**src/rtl/nn_seq_pkg.sv**
```systemverilog
// Shared types and constants for the binary-net layer sequencer.
package nn_seq_pkg;

  localparam int unsigned W_ADDR_LEN   = 20;
  localparam int unsigned X_ADDR_LEN   = 10;
  localparam int unsigned SEL_LEN      = 2;
  localparam int unsigned NUM_LAYERS   = 4;
  localparam int unsigned CNT_LEN      = 11;
  localparam int unsigned DRAIN_CYCLES = 2;
  localparam int unsigned MEM_LATENCY  = 1;

  typedef logic [CNT_LEN-1:0]    cnt_t;
  typedef logic [SEL_LEN-1:0]    sel_t;
  typedef logic [W_ADDR_LEN-1:0] waddr_t;
  typedef logic [X_ADDR_LEN-1:0] xaddr_t;

  typedef enum logic [2:0] {
    StIdle,
    StClear,
    StRead,
    StDrain,
    StWrite,
    StDone
  } seq_state_e;

  function automatic cnt_t def_in_len(input int unsigned layer);
    return (layer == 0) ? cnt_t'(784) : cnt_t'(1024);
  endfunction

  function automatic cnt_t def_out_len(input int unsigned layer);
    return (layer == NUM_LAYERS - 1) ? cnt_t'(10) : cnt_t'(1024);
  endfunction

endpackage

```
**src/rtl/layer_sequencer_if.sv**
```systemverilog
// Memory and calc-unit side of the sequencer: weight/activation buses and accumulator control.
interface layer_sequencer_if;
  import nn_seq_pkg::*;

  waddr_t w_addr;
  sel_t   w_sel;
  logic   w_rq;
  xaddr_t x_rd_addr;
  sel_t   x_rd_sel;
  logic   x_rq;
  xaddr_t x_wr_addr;
  sel_t   x_wr_sel;
  logic   x_wq;
  logic   x_wr_data;
  logic   act_bit;
  logic   calc_rst;
  logic   calc_valid;

  modport master (
    output w_addr, w_sel, w_rq, x_rd_addr, x_rd_sel, x_rq,
    output x_wr_addr, x_wr_sel, x_wq, x_wr_data, calc_rst, calc_valid,
    input  act_bit
  );

  modport slave (
    input  w_addr, w_sel, w_rq, x_rd_addr, x_rd_sel, x_rq,
    input  x_wr_addr, x_wr_sel, x_wq, x_wr_data, calc_rst, calc_valid,
    output act_bit
  );

endinterface

```
**src/rtl/seq_layer_cfg.sv**
```systemverilog
// Per-layer length register file: defaults on reset, validated writes, combinational read.
module seq_layer_cfg
  import nn_seq_pkg::*;
(
  input  logic clk,
  input  logic rst,
  input  logic we,
  input  sel_t wr_layer,
  input  cnt_t wr_in_len,
  input  cnt_t wr_out_len,
  output logic err,
  input  sel_t rd_layer,
  output cnt_t rd_in_len,
  output cnt_t rd_out_len
);

  cnt_t [NUM_LAYERS-1:0] in_len_q;
  cnt_t [NUM_LAYERS-1:0] out_len_q;
  logic [2**SEL_LEN-1:0] layer_ok;
  logic                  wr_valid;
  logic                  err_q;

  always_comb begin
    layer_ok = '0;
    for (int i = 0; i < 2**SEL_LEN; i++) begin
      layer_ok[i] = (i < NUM_LAYERS);
    end
  end

  assign wr_valid = (wr_in_len != '0) && (wr_out_len != '0) && layer_ok[wr_layer];

  always_ff @(posedge clk) begin
    if (rst) begin
      err_q <= 1'b0;
      for (int i = 0; i < NUM_LAYERS; i++) begin
        in_len_q[i]  <= def_in_len(i);
        out_len_q[i] <= def_out_len(i);
      end
    end else begin
      err_q <= we && !wr_valid;
      if (we && wr_valid) begin
        in_len_q[wr_layer]  <= wr_in_len;
        out_len_q[wr_layer] <= wr_out_len;
      end
    end
  end

  assign err        = err_q;
  assign rd_in_len  = in_len_q[rd_layer];
  assign rd_out_len = out_len_q[rd_layer];

endmodule

```
**src/rtl/layer_sequencer.sv**
```systemverilog
// Layer/neuron sequencing FSM for the XNOR-popcount datapath.
// Optional busy-cycle counter enabled by SEQ_PERF_CNT_EN.
module layer_sequencer
  import nn_seq_pkg::*;
(
  input  logic                     clk,
  input  logic                     rst,
  input  logic                     cfg_we,
  input  sel_t                     cfg_layer,
  input  cnt_t                     cfg_in_len,
  input  cnt_t                     cfg_out_len,
  output logic                     cfg_err,
  input  logic                     start,
  output logic                     busy,
  output logic                     done,
  layer_sequencer_if.master        mem,
  output logic                     out_valid,
  output cnt_t                     out_idx,
  output logic                     out_bit,
  output logic [31:0]              perf_cnt
);

  seq_state_e state_q, state_d;
  sel_t       layer_q, layer_d;
  cnt_t       neuron_q, neuron_d;
  cnt_t       in_cnt_q, in_cnt_d;
  waddr_t     w_addr_q, w_addr_d;
  logic [1:0] drain_q, drain_d;
  logic       calc_valid_q;
  cnt_t       cur_in_len, cur_out_len;
  logic       idle, last_layer, rd_active, wq, calc_rst;

  assign idle       = (state_q == StIdle);
  assign last_layer = (layer_q == sel_t'(NUM_LAYERS - 1));

  // Writes are gated here so a write during a run is dropped silently.
  seq_layer_cfg u_cfg (
    .clk        (clk),
    .rst        (rst),
    .we         (cfg_we && idle),
    .wr_layer   (cfg_layer),
    .wr_in_len  (cfg_in_len),
    .wr_out_len (cfg_out_len),
    .err        (cfg_err),
    .rd_layer   (layer_q),
    .rd_in_len  (cur_in_len),
    .rd_out_len (cur_out_len)
  );

  always_comb begin
    state_d   = state_q;
    layer_d   = layer_q;
    neuron_d  = neuron_q;
    in_cnt_d  = in_cnt_q;
    w_addr_d  = w_addr_q;
    drain_d   = drain_q;
    busy      = !idle;
    done      = 1'b0;
    rd_active = 1'b0;
    wq        = 1'b0;
    calc_rst  = 1'b0;
    out_valid = 1'b0;
    out_idx   = '0;
    out_bit   = 1'b0;
    unique case (state_q)
      StIdle: begin
        if (start) begin
          layer_d  = '0;
          neuron_d = '0;
          w_addr_d = '0;
          state_d  = StClear;
        end
      end
      StClear: begin
        calc_rst = 1'b1;
        in_cnt_d = '0;
        drain_d  = '0;
        state_d  = StRead;
      end
      StRead: begin
        rd_active = 1'b1;
        w_addr_d  = w_addr_q + waddr_t'(1);
        in_cnt_d  = in_cnt_q + cnt_t'(1);
        if (in_cnt_q == cur_in_len - cnt_t'(1)) state_d = StDrain;
      end
      StDrain: begin
        drain_d = drain_q + 2'd1;
        if (drain_q == 2'(DRAIN_CYCLES - 1)) state_d = StWrite;
      end
      StWrite: begin
        if (last_layer) begin
          out_valid = 1'b1;
          out_idx   = neuron_q;
          out_bit   = mem.act_bit;
        end else begin
          wq = 1'b1;
        end
        if (neuron_q < cur_out_len - cnt_t'(1)) begin
          neuron_d = neuron_q + cnt_t'(1);
          state_d  = StClear;
        end else if (last_layer) begin
          state_d = StDone;
        end else begin
          layer_d  = layer_q + sel_t'(1);
          neuron_d = '0;
          w_addr_d = '0;
          state_d  = StClear;
        end
      end
      StDone: begin
        done    = 1'b1;
        state_d = StIdle;
      end
      default: state_d = StIdle;
    endcase
  end

  always_ff @(posedge clk) begin
    if (rst) begin
      state_q      <= StIdle;
      layer_q      <= '0;
      neuron_q     <= '0;
      in_cnt_q     <= '0;
      w_addr_q     <= '0;
      drain_q      <= '0;
      calc_valid_q <= 1'b0;
    end else begin
      state_q      <= state_d;
      layer_q      <= layer_d;
      neuron_q     <= neuron_d;
      in_cnt_q     <= in_cnt_d;
      w_addr_q     <= w_addr_d;
      drain_q      <= drain_d;
      // Read data arrives one cycle after the strobe.
      calc_valid_q <= rd_active;
    end
  end

  assign mem.w_addr     = w_addr_q;
  assign mem.w_sel      = layer_q;
  assign mem.w_rq       = rd_active;
  assign mem.x_rd_addr  = xaddr_t'(in_cnt_q);
  assign mem.x_rd_sel   = layer_q;
  assign mem.x_rq       = rd_active;
  assign mem.x_wr_addr  = xaddr_t'(neuron_q);
  assign mem.x_wr_sel   = busy ? layer_q + sel_t'(1) : '0;
  assign mem.x_wq       = wq;
  assign mem.x_wr_data  = wq && mem.act_bit;
  assign mem.calc_rst   = calc_rst;
  assign mem.calc_valid = calc_valid_q;

`ifdef SEQ_PERF_CNT_EN
  logic [31:0] perf_q;

  always_ff @(posedge clk) begin
    if (rst) begin
      perf_q <= '0;
    end else if (idle && start) begin
      perf_q <= '0;
    end else if (!idle) begin
      perf_q <= perf_q + 32'd1;
    end
  end

  assign perf_cnt = perf_q;
`else
  assign perf_cnt = '0;
`endif

endmodule

```
**src/flat_wrapper.sv**
```systemverilog
// flat-port wrapper written by rule: the top's interface ports become plain ports
module layer_sequencer_flat import nn_seq_pkg::*;
  (clk, rst, cfg_we, cfg_layer, cfg_in_len, cfg_out_len, cfg_err, start, busy, done, out_valid, out_idx, out_bit, perf_cnt, mem_w_addr, mem_w_sel, mem_w_rq, mem_x_rd_addr, mem_x_rd_sel, mem_x_rq, mem_x_wr_addr, mem_x_wr_sel, mem_x_wq, mem_x_wr_data, mem_calc_rst, mem_calc_valid, mem_act_bit);
  layer_sequencer_if mem_i ();
  input  logic clk;
  input  logic rst;
  input  logic cfg_we;
  input  sel_t cfg_layer;
  input  cnt_t cfg_in_len;
  input  cnt_t cfg_out_len;
  output logic cfg_err;
  input  logic start;
  output logic busy;
  output logic done;
  output logic out_valid;
  output cnt_t out_idx;
  output logic out_bit;
  output logic [31:0] perf_cnt;
  output wire logic [$bits(mem_i.w_addr)-1:0] mem_w_addr;
  output wire logic [$bits(mem_i.w_sel)-1:0] mem_w_sel;
  output wire logic [$bits(mem_i.w_rq)-1:0] mem_w_rq;
  output wire logic [$bits(mem_i.x_rd_addr)-1:0] mem_x_rd_addr;
  output wire logic [$bits(mem_i.x_rd_sel)-1:0] mem_x_rd_sel;
  output wire logic [$bits(mem_i.x_rq)-1:0] mem_x_rq;
  output wire logic [$bits(mem_i.x_wr_addr)-1:0] mem_x_wr_addr;
  output wire logic [$bits(mem_i.x_wr_sel)-1:0] mem_x_wr_sel;
  output wire logic [$bits(mem_i.x_wq)-1:0] mem_x_wq;
  output wire logic [$bits(mem_i.x_wr_data)-1:0] mem_x_wr_data;
  output wire logic [$bits(mem_i.calc_rst)-1:0] mem_calc_rst;
  output wire logic [$bits(mem_i.calc_valid)-1:0] mem_calc_valid;
  input wire logic [$bits(mem_i.act_bit)-1:0] mem_act_bit;
  assign mem_w_addr = mem_i.w_addr;
  assign mem_w_sel = mem_i.w_sel;
  assign mem_w_rq = mem_i.w_rq;
  assign mem_x_rd_addr = mem_i.x_rd_addr;
  assign mem_x_rd_sel = mem_i.x_rd_sel;
  assign mem_x_rq = mem_i.x_rq;
  assign mem_x_wr_addr = mem_i.x_wr_addr;
  assign mem_x_wr_sel = mem_i.x_wr_sel;
  assign mem_x_wq = mem_i.x_wq;
  assign mem_x_wr_data = mem_i.x_wr_data;
  assign mem_calc_rst = mem_i.calc_rst;
  assign mem_calc_valid = mem_i.calc_valid;
  assign mem_i.act_bit = mem_act_bit;
  layer_sequencer u_core (.clk(clk), .rst(rst), .cfg_we(cfg_we), .cfg_layer(cfg_layer), .cfg_in_len(cfg_in_len), .cfg_out_len(cfg_out_len), .cfg_err(cfg_err), .start(start), .busy(busy), .done(done), .mem(mem_i), .out_valid(out_valid), .out_idx(out_idx), .out_bit(out_bit), .perf_cnt(perf_cnt));
endmodule
```
**config.mk**
```make
export PLATFORM = sky130hd
export DESIGN_NAME = layer_sequencer_flat
export DESIGN_NICKNAME = d
export VERILOG_FILES = /design/src/rtl/nn_seq_pkg.sv /design/src/rtl/layer_sequencer_if.sv /design/src/rtl/seq_layer_cfg.sv /design/src/rtl/layer_sequencer.sv /design/src/flat_wrapper.sv
export SDC_FILE = /design/constraint.sdc
export NUM_CORES = 1
export LEC_CHECK = 0
export ABC_CLOCK_PERIOD_IN_PS = 5300
export BUFFER_PORTS_ARGS = -buffer_cell sky130_fd_sc_hd__clkbuf_2
export CAP_MARGIN = 40
export CORE_MARGIN = 5
export CORE_UTILIZATION = 26
export CTS_BUF_LIST = sky130_fd_sc_hd__clkbuf_4 sky130_fd_sc_hd__clkbuf_8 sky130_fd_sc_hd__clkbuf_16
export DETAILED_ROUTE_END_ITERATION = 8
export HOLD_SLACK_MARGIN = 0.03
export PLACE_DENSITY = 0.49
export SYNTH_ARGS = -nofsm -noshare
export SYNTH_HDL_FRONTEND = slang
export SYNTH_HIERARCHICAL = 1
export SYNTH_SLANG_ARGS = --single-unit
```
**constraint.sdc**
```tcl
create_clock -name clk -period 5.3 [get_ports clk]
set_input_delay 0.53 -clock clk [delete_from_list [all_inputs] [get_ports clk]]
set_output_delay 0.53 -clock clk [all_outputs]
set_load 0.005 [all_outputs]
```
## Word-level counts from Yosys, hierarchy flattened

Index checks and enable logic that the tools add are counted.

- Register bits after elaboration: 139
- Input port bits: 29

- $add $sub $neg: 7
- Order comparisons: 4
- Equality and inequality tests: 13
- Multiplexer cells: 41
- Reductions and logical operators: 20

Operators by type and width:

| operator | count |
|---|---|
| $bwmux W44 | 2 |
| $mux W11 | 7 |
| $mux W20 | 3 |
| $pmux W20 S3 | 1 |
| $bmux W11 S2 | 2 |
| $pmux W11 S2 | 2 |
| $add A11 B1 Y11 const B | 2 |
| $demux W11 S2 | 1 |
| $reduce_bool A11 Y1 | 2 |
| $sub A11 B1 Y11 const B | 2 |
| $add A20 B1 Y20 const B | 1 |
| $mux W3 | 5 |
| $pmux W3 S5 | 1 |
| $eq A11 B11 Y1 | 1 |
| $lt A11 B11 Y1 | 1 |
| $mux W1 | 10 |
| $mux W2 | 4 |
| $pmux W2 S2 | 2 |
| $reduce_and A4 Y1 | 2 |
| $logic_and A1 B1 Y1 | 7 |
| $eq A3 B2 Y1 const B | 2 |
| $eq A3 B3 Y1 const B | 2 |
| $lt A2 B3 Y1 const B | 2 |
| $ne A2 B2 Y1 const B | 3 |
| 13 further kinds | 18 |

## Depth between registers and ports, before layout

Gate-level depths: netlist of run 1.

- Depth after elaboration: 6
- Depth in mapped cells: 17
- Gate-level depth less buffers: 13

## By module

Netlist of run 1, hierarchy kept.

By module, submodules not included:

| module | times used | cells each | area each (um^2) | seq. area each (um^2) |
|---|---|---|---|---|
| seq_layer_cfg | 1 | 366 | 4231.6 | 1781.7 |
| layer_sequencer | 1 | 494 | 3787.4 | 1001.0 |

## Least setup slack after synthesis of run 1

OpenSTA, ideal clock, no wires.

- Path kind: flip-flop to flip-flop
- Start point: register u_core.layer_q[1], in the netlist u_core/mem.w_sel[1]
- End point: register u_core.w_addr_q[16], in the netlist u_core/mem.w_addr[16]
- Library setup time: 132 ps
- Data arrival time: 4124 ps
- Required time: 5168 ps
- Setup slack: 1044 ps
- Stages on the path, launching flop included: 17
- Path buffers: 4
- Period minus slack after synthesis: 4256 ps
- Cell sequence: dfxtp_1 buf_2 clkbuf_1 mux4_2 nor4_1 nand2_1 nor3_1 xnor2_1 ha_1 nand4_1 a2111oi_4 a211oi_2 o21a_2 buf_6 buf_2 o41ai_1 a21oi_1

- Cells in the longest elaborated chain, start to end: 6

RTL lines:

| element | RTL line | RTL |
|---|---|---|
| start, declared | layer_sequencer.sv:24 | `sel_t layer_q, layer_d;` |
| start signal, assigned | layer_sequencer.sv:129 | `layer_q <= layer_d;` |
| $bmux W11 S2 | seq_layer_cfg.sv:50 | `assign rd_out_len = out_len_q[rd_layer];` |
| $mux W11 (not written as such) | seq_layer_cfg.sv:50 |  |
| net u_core.cur_out_len[5] | layer_sequencer.sv:30 | `cnt_t cur_in_len, cur_out_len;` |
| $sub A11 B1 Y11 | layer_sequencer.sv:98 | `if (neuron_q < cur_out_len - cnt_t'(1)) begin` |
| $lt A11 B11 Y1 | layer_sequencer.sv:98 |  |
| $ne A2 B2 Y1 (no line) | - |  |
| $reduce_and A4 Y1 (no line) | - |  |
| end signal, assigned | layer_sequencer.sv:132 | `w_addr_q <= w_addr_d;` |
| end, declared | layer_sequencer.sv:27 | `waddr_t w_addr_q, w_addr_d;` |

The timed path passes the listed nets, and every way through them passes these cells. The select of a mux whose other input is x is not followed.
A chain may end at the register's enable or synchronous reset.

## Final worst setup path of run 1

- Start point: register u_core.layer_q[0], in the netlist u_core/mem.w_sel[0]
- End point: register u_core.w_addr_q[14], in the netlist u_core/mem.w_addr[14]

The elaborated chain is that of the path after synthesis.

==> results of run 1 <==
## state kept, by name, summed over array words and instances (netlist names)
name and flops:
u_core/drain_q 2, u_core/in_cnt_q 11, u_core/mem.calc_valid 1, u_core/mem.w_addr 20, u_core/mem.w_sel 2, u_core/neuron_q 11, u_core/state_q 3, u_core/u_cfg/err 1
u_core/u_cfg/in_len_q 44, u_core/u_cfg/out_len_q 44
## final cells by class
class                      instances  area, µm²
clock buffer                      19        453
inverter                          20       75.1
sequential                       139       2780
clock inverter                    13        133
multi-input combinational        630       4590
timing repair buffer             108        611
fill                            3228      21400
tap                              396        495
## layer usage
layer	global-route usage (%)	vias up	wire [µm]
met2	17.1	172	8590
met3	2.40	18	1190
met5	0	-	0
li1	-	3091	-
met4	3.18	0	278
met1	17.8	2950	10500
## Yosys cell counts, drive strengths merged (3+ instances only)
| master | instances | area share [%] |
|---|---|---|
| dfxtp | 139 | 35 |
| mux2i | 92 | 11 |
| nand2b | 81 | 6.3 |
| buf | 75 | 7.4 |
| nor2 | 66 | 3.1 |
| a21oi | 43 | 2.7 |
| nand2 | 37 | 1.7 |
| clkbuf | 27 | 1.3 |
| or2b | 25 | 2.3 |
| mux4 | 22 | 6.2 |
| inv | 19 | 0.89 |
| nand3 | 19 | 1.2 |
| and3 | 18 | 1.5 |
| ha | 17 | 2.7 |
| o21ai | 16 | 1.0 |
| nor3 | 15 | 0.94 |
| nor4 | 15 | 1.4 |
| or4 | 15 | 1.4 |
| o31ai | 14 | 1.3 |
| xnor2 | 14 | 1.5 |
| a31oi | 9 | 0.70 |
| nand4 | 8 | 0.62 |
| or3 | 8 | 0.62 |
| xor2 | 8 | 0.87 |
| nand3b | 5 | 0.47 |
| nor3b | 4 | 0.37 |
| o211ai | 4 | 0.44 |
| or2 | 4 | 0.31 |
| a211oi | 3 | 0.34 |
| mux2 | 3 | 0.42 |
| o2bb2ai | 3 | 0.33 |
| o311ai | 3 | 0.33 |
## kinds of logic (layout without fill, tap and decap cells)
logic type	count (synthesis)	count (layout)	synth area share, %
xor gates and xnor gates	22	22	2.40
DFF	139	139	34.7
AOI/OAI and AO/OA	110	110	9.03
other	1	32	0.0468
and+or+nand+nor	332	332	23.5
buffers and inverters	122	160	9.56
muxes	117	117	18.1
adders and majority gates	17	17	2.65
## report_power, final
| part | total (µW) | internal (µW) | switching [µW] |
|---|---|---|---|
| Sequential | 1090 | 1070 | 21.5 |
| Combinational | 272 | 110 | 162 |
| Clock | 1180 | 682 | 497 |
## stage by stage
step | util, % | setup slack (ns) | cells | total power, µW
6_report | 29.9 | 0.906 | 1325 | 2550
5_1_grt | 29.9 | 0.564 | 1325 | 2660
4_1_cts | 29.9 | 0.870 | 1325 | 2580
3_5_place_dp | 28.0 | 0.904 | 1293 | 1390
3_3_place_gp | 27.9 | 1.00 | 1290 | 1390
2_1_floorplan | - | 1.04 | 891 | 1330
## worst max-delay path, stage by stage, from the launching register on
cell	delay (ns)
dfxtp_1	0.47
buf_12	0.25
mux4_2	0.58
nor4_1	0.34
nand2_1	0.16
nor3_1	0.23
xnor2_1	0.10
ha_1	0.31
nand4_1	0.15
a2111oi_4	0.40
a211oi_2	0.12
o21a_2	0.44
or4_1	0.57
a21oi_1	0.17
## worst max path at each step
stage	startpoint	to	slack [ns]
final	u_core/mem.w_sel[0]	u_core/mem.w_addr[14]	0.91
after global routing	u_core/mem.w_sel[0]	u_core/mem.w_addr[6]	0.56
after CTS	u_core/mem.w_sel[0]	u_core/mem.w_addr[14]	0.87
after detailed placement	u_core/mem.w_sel[0]	u_core/mem.w_addr[14]	0.90
after global placement	u_core/mem.w_sel[0]	u_core/mem.w_addr[19]	1.00
after floorplan	u_core/mem.w_sel[1]	u_core/mem.w_addr[16]	1.04
==> key figures, run 1 <==
Floorplan
  • FP Rows: 64
  • Core area: 0.0305 mm²
  • Top Ports: 129
  • Die Wd: 186 µm
  • Die height: 186 µm
  • Die area: 0.0345 mm²
  • Initial Util: 26.3%

Clock network
  • # hold bufs at CTS: 0
  • Total setup buffers inserted after CTS: 0
  • Clock tree root driver cell: clkbuf_16
  • Clk pin slew, worst setup/hold paths: 0.06 ns
  • Worst-Skew Late Latency: 0.43 ns
  • H-tree level count: 4
  • Clk buf depth: 2
  • Num CTS Buffers: 17
  • Cts repair resizes: 0
  • CTS tree: yes
  • Clk sinks: 139

Power and ir drop
  • Worst vdd ir: 215 µV
  • Leak: 0.00379 µW
  • PD cells: 279 mW/mm²

Hold path
  • Startpoint of the lowest-slack hold path: cfg_out_len[10]
  • Hold crit path type: in -> reg
  • Hold path endpoint: u_core/u_cfg/out_len_q[43]
  • Hold depth: 3

Finish
  • Area delta synth->final: 13.9%
  • Post-route cell area: 0.00914 mm²
  • Commonest non-fill, non-tap cell in the layout: dfxtp_1
  • Layout cells sized above 1: 18.8%
  • Most frequent cells in the layout: dfxtp_1, clkbuf_2, mux2i_1
  • Antenna cells: 0
  • Final Net Count: 962

STA
  • Final Hold Viols: 0
  • Fmax: 0.228 GHz
  • Setup TNS: 0 ns
  • Final slew viol count: 0
  • Hold slack: 0.374 ns
  • Minimum clock period: 4.39 ns
  • # setup viols final: 0
  • Skew final: 0.0122 ns
  • Unrepaired setup endpoints after global routing: false
  • Relative slew slack: 52.2%
  • Worst-margin pin slew: 0.713 ns
  • Fin crit share: 82.9%

Drt
  • Vias: 6231
  • DRT Pass-1 Iters: 4
  • Overall routed net length: 20500 µm
  • Post-route ant nets: 0
  • Via/cell ratio: 4.70
  • DR WL/cell: 15.5 µm
  • 1st-iter DRT viols: 375
  • DRC: 0

Yosys
  • EDFF count, synth: 0
  • Synthesized flop and latch total: 139
  • Average size of a mapped cell: 9.32 µm²
  • Post-synth cell types: 68
  • Async set or reset register ratio after synthesis: 0%
  • Synth Cell Area: 0.00802 mm²
  • Mapped Cells: 860
  • Synthesis Warnings: 6
  • Primary FF master, synth: dfxtp_1
  • Register area share after synthesis: 34.7%

Worst setup path
  • WS Path Type: reg -> reg
  • Worst R2R Start: u_core/mem.w_sel[0]
  • CP Launch Type: flop
  • CP Max Fanout: 37
  • R2r endpoint: u_core/mem.w_addr[14]
  • Crit end category: flop
  • Crit path arrival time: 4.74 ns
  • CP Data Required Time: 5.64 ns
  • R2r setup slk: 0.91 ns
  • Worst R2R Path Depth: 13

Run
  • Max-Cap Viols: 0

Global routing
  • Largest net degree at the start of global routing: 89
  • GRT overflow: 0
  • Initial antenna violation count: 0
  • Vias in the first global route: 5871
  • First-pass GRT wire length: 32600 µm
  • Gr usage total: 11.8%

Status
  • Status: finished, final reports clean

Place
  • IO buf count: 96
  • Area after DPL: 0.00855 mm²
  • GP Congestion: 0.779
  • HPWL after DPL: 14500 µm
(Power assumes the default switching activity.)
==> run 2, diff against run 1 <==
Settings changed: ABC_CLOCK_PERIOD_IN_PS 5300 to 3500, PLACE_DENSITY 0.49 to 0.5.
Clock period 5.3 ns to 3.5 ns, I/O delays scaled along.
==> run 2 against run 1 <==
  * The run now ends with setup timing left
  * Die area unchanged
  * Sequential power rose by 51%
  * Core utilization rose by 1.8 points
  * Power increased by 57%
  * Critical endpoint is now u_core/mem.w_addr[17]
  * First-iteration DRC count is 4.0% lower
  * Critical path type unchanged
  * Final cell count grew 2.8%
  * Largest cell class unchanged
  * Non-clock buffer count increased by 37
  * Register-to-register slack worse by 1.2 ns
  * Critical path depth did not move
==> key figures, run 2 (synthesized netlist as in run 1, its figures left out) <==
Status
  • Status: complete, but fails checks
  • Failing checks: setup timing

Finish
  • # fillers: 3186
  • Non-Filler Instances: 1362
  • Layout cells sized above 1: 25.1%
  • Antenna cells: 0
  • Final core utilization: 31.7%
  • Most frequent cells in the layout: dfxtp_1, clkbuf_2, mux2i_1
  • Area delta synth->final: 20.8%
  • Final Net Count: 999
  • Commonest non-fill, non-tap cell in the layout: dfxtp_1

Clock network
  • Num CTS Buffers: 17
  • Clock tree root driver cell: clkbuf_16
  • Worst-Skew Late Latency: 0.43 ns
  • Clk sinks: 139
  • CTS tree: yes
  • Clk buf depth: 2
  • Clk pin slew, worst setup/hold paths: 0.07 ns
  • H-tree level count: 4

Global routing
  • Largest net degree at the start of global routing: 103
  • Vias in the first global route: 6196
  • Gr usage total: 12.5%
  • GRT overflow: 0
  • First-pass GRT wire length: 34200 µm
  • Initial antenna violation count: 0

Floorplan
  • Core area: 0.0305 mm²
  • Initial Util: 26.3%
  • FP Rows: 64
  • Die height: 186 µm
  • Die Wd: 186 µm
  • Top Ports: 129
  • Die area: 0.0345 mm²

STA
  • Fin crit share: 108%
  • Hold slack: 0.203 ns
  • Skew final: 0.0112 ns
  • Final slew viol count: 0
  • Final Hold Viols: 0
  • Unrepaired setup endpoints after global routing: true
  • Final worst slack: -0.279 ns
  • Relative slew slack: 40.5%
  • Worst-margin pin slew: 0.887 ns
  • # setup viols final: 30
  • Fmax: 0.265 GHz
  • Minimum clock period: 3.78 ns

Worst setup path
  • CP Max Fanout: 16
  • Crit path arrival time: 4.14 ns
  • R2r endpoint: u_core/mem.w_addr[17]
  • Worst R2R Start: u_core/mem.w_sel[0]
  • CP Launch Type: flop
  • R2r setup slk: -0.28 ns
  • Worst R2R Path Depth: 13
  • WS Path Type: reg -> reg
  • CP Data Required Time: 3.86 ns
  • Crit end category: flop

Drt
  • DRT Pass-1 Iters: 5
  • Post-route ant nets: 0
  • DRC: 0
  • Overall routed net length: 21900 µm
  • 1st-iter DRT viols: 360
  • DR WL/cell: 16.1 µm
  • Via/cell ratio: 4.71
  • Vias: 6417

Place
  • GP Congestion: 0.769
  • HPWL after DPL: 15200 µm
  • Placed Cells incl. Taps: 1317
  • IO buf count: 96

Power and ir drop
  • Worst vdd ir: 346 µV
  • PD cells: 412 mW/mm²
  • Leak: 0.00404 µW

Hold path
  • Hold path endpoint: u_core/u_cfg/in_len_q[10]
  • Hold crit path type: in -> reg
  • Hold depth: 3
  • Startpoint of the lowest-slack hold path: cfg_in_len[10]

Run
  • Max-Cap Viols: 0
==> run 2: per-stage QoR <==
step	setup TNS [ns]	power, µW	area (µm²)	setup WS, ns
global route	-8.87	4160	9680	-0.402
floorplan	-0.136	2020	8190	-0.0413
global placement	-3.30	2140	8750	-0.185
CTS	-1.63	3990	9460	-0.147
finish	-4.54	3990	9680	-0.279
detailed placement	-4.59	2150	8780	-0.261
==> run 2: worst max-delay path by stage <==
stage / start / end / cells after the start
4_1_cts: u_core/mem.w_sel[0] / u_core/mem.w_addr[6] / 13
6_report: u_core/mem.w_sel[0] / u_core/mem.w_addr[17] / 13
3_3_place_gp: u_core/mem.w_sel[0] / u_core/mem.w_addr[17] / 13
2_1_floorplan: u_core/mem.w_sel[0] / u_core/mem.w_addr[10] / 14
3_5_place_dp: u_core/mem.w_sel[0] / u_core/mem.w_addr[6] / 13
5_1_grt: u_core/mem.w_sel[0] / u_core/mem.w_addr[6] / 13
==> run 2: cell type report <==
type | count | area, µm² | share of cell area, %
Sequential cell | 139 | 2790 | 28.8
Clock inverter | 15 | 171 | 1.77
Tap cell | 396 | 495 | 5.12
Clock buffer | 17 | 425 | 4.39
Timing Repair Buffer | 145 | 971 | 10.0
Multi-Input combinational cell | 630 | 4750 | 49.1
Inverter | 20 | 75.1 | 0.775
==> run 2: repair_timing <==
item,CTS,global route
setup buffers,4,7
cloned,0,2
hold buffers,0,0
gates resized for setup,5,28
pin swaps,1,11
setup endpoints to repair,33,33
==> run 2: metal layers <==
metal	part of all wire, %	GRT usage, %	wire [µm]
met5	0	0	0
met4	0.93	3.50	204
met3	4.5	2.23	995
met2	43	18.5	9490
met1	51	18.5	11200
==> run 2: critical path: stages, from the launching register on <==
cell and delay (ns):
dfxtp_4 0.43, buf_12 0.13, mux4_2 0.50, or3_4 0.42
nor3_4 0.17, xnor2_1 0.08, ha_1 0.32, nand4_1 0.15
a2111oi_4 0.35, a211oi_2 0.09, o21a_2 0.25, buf_12 0.15
or4_1 0.51, a21oi_1 0.16
==> run 2: power breakdown <==
group | switching (µW) | leakage, µW | internal (µW) | total, µW
combinational | 287 | 0.00262 | 230 | 516
sequential | 29.3 | 0.00113 | 1620 | 1650
clock | 859 | 0.000293 | 964 | 1820
total | 1170 | 0.00404 | 2820 | 3990
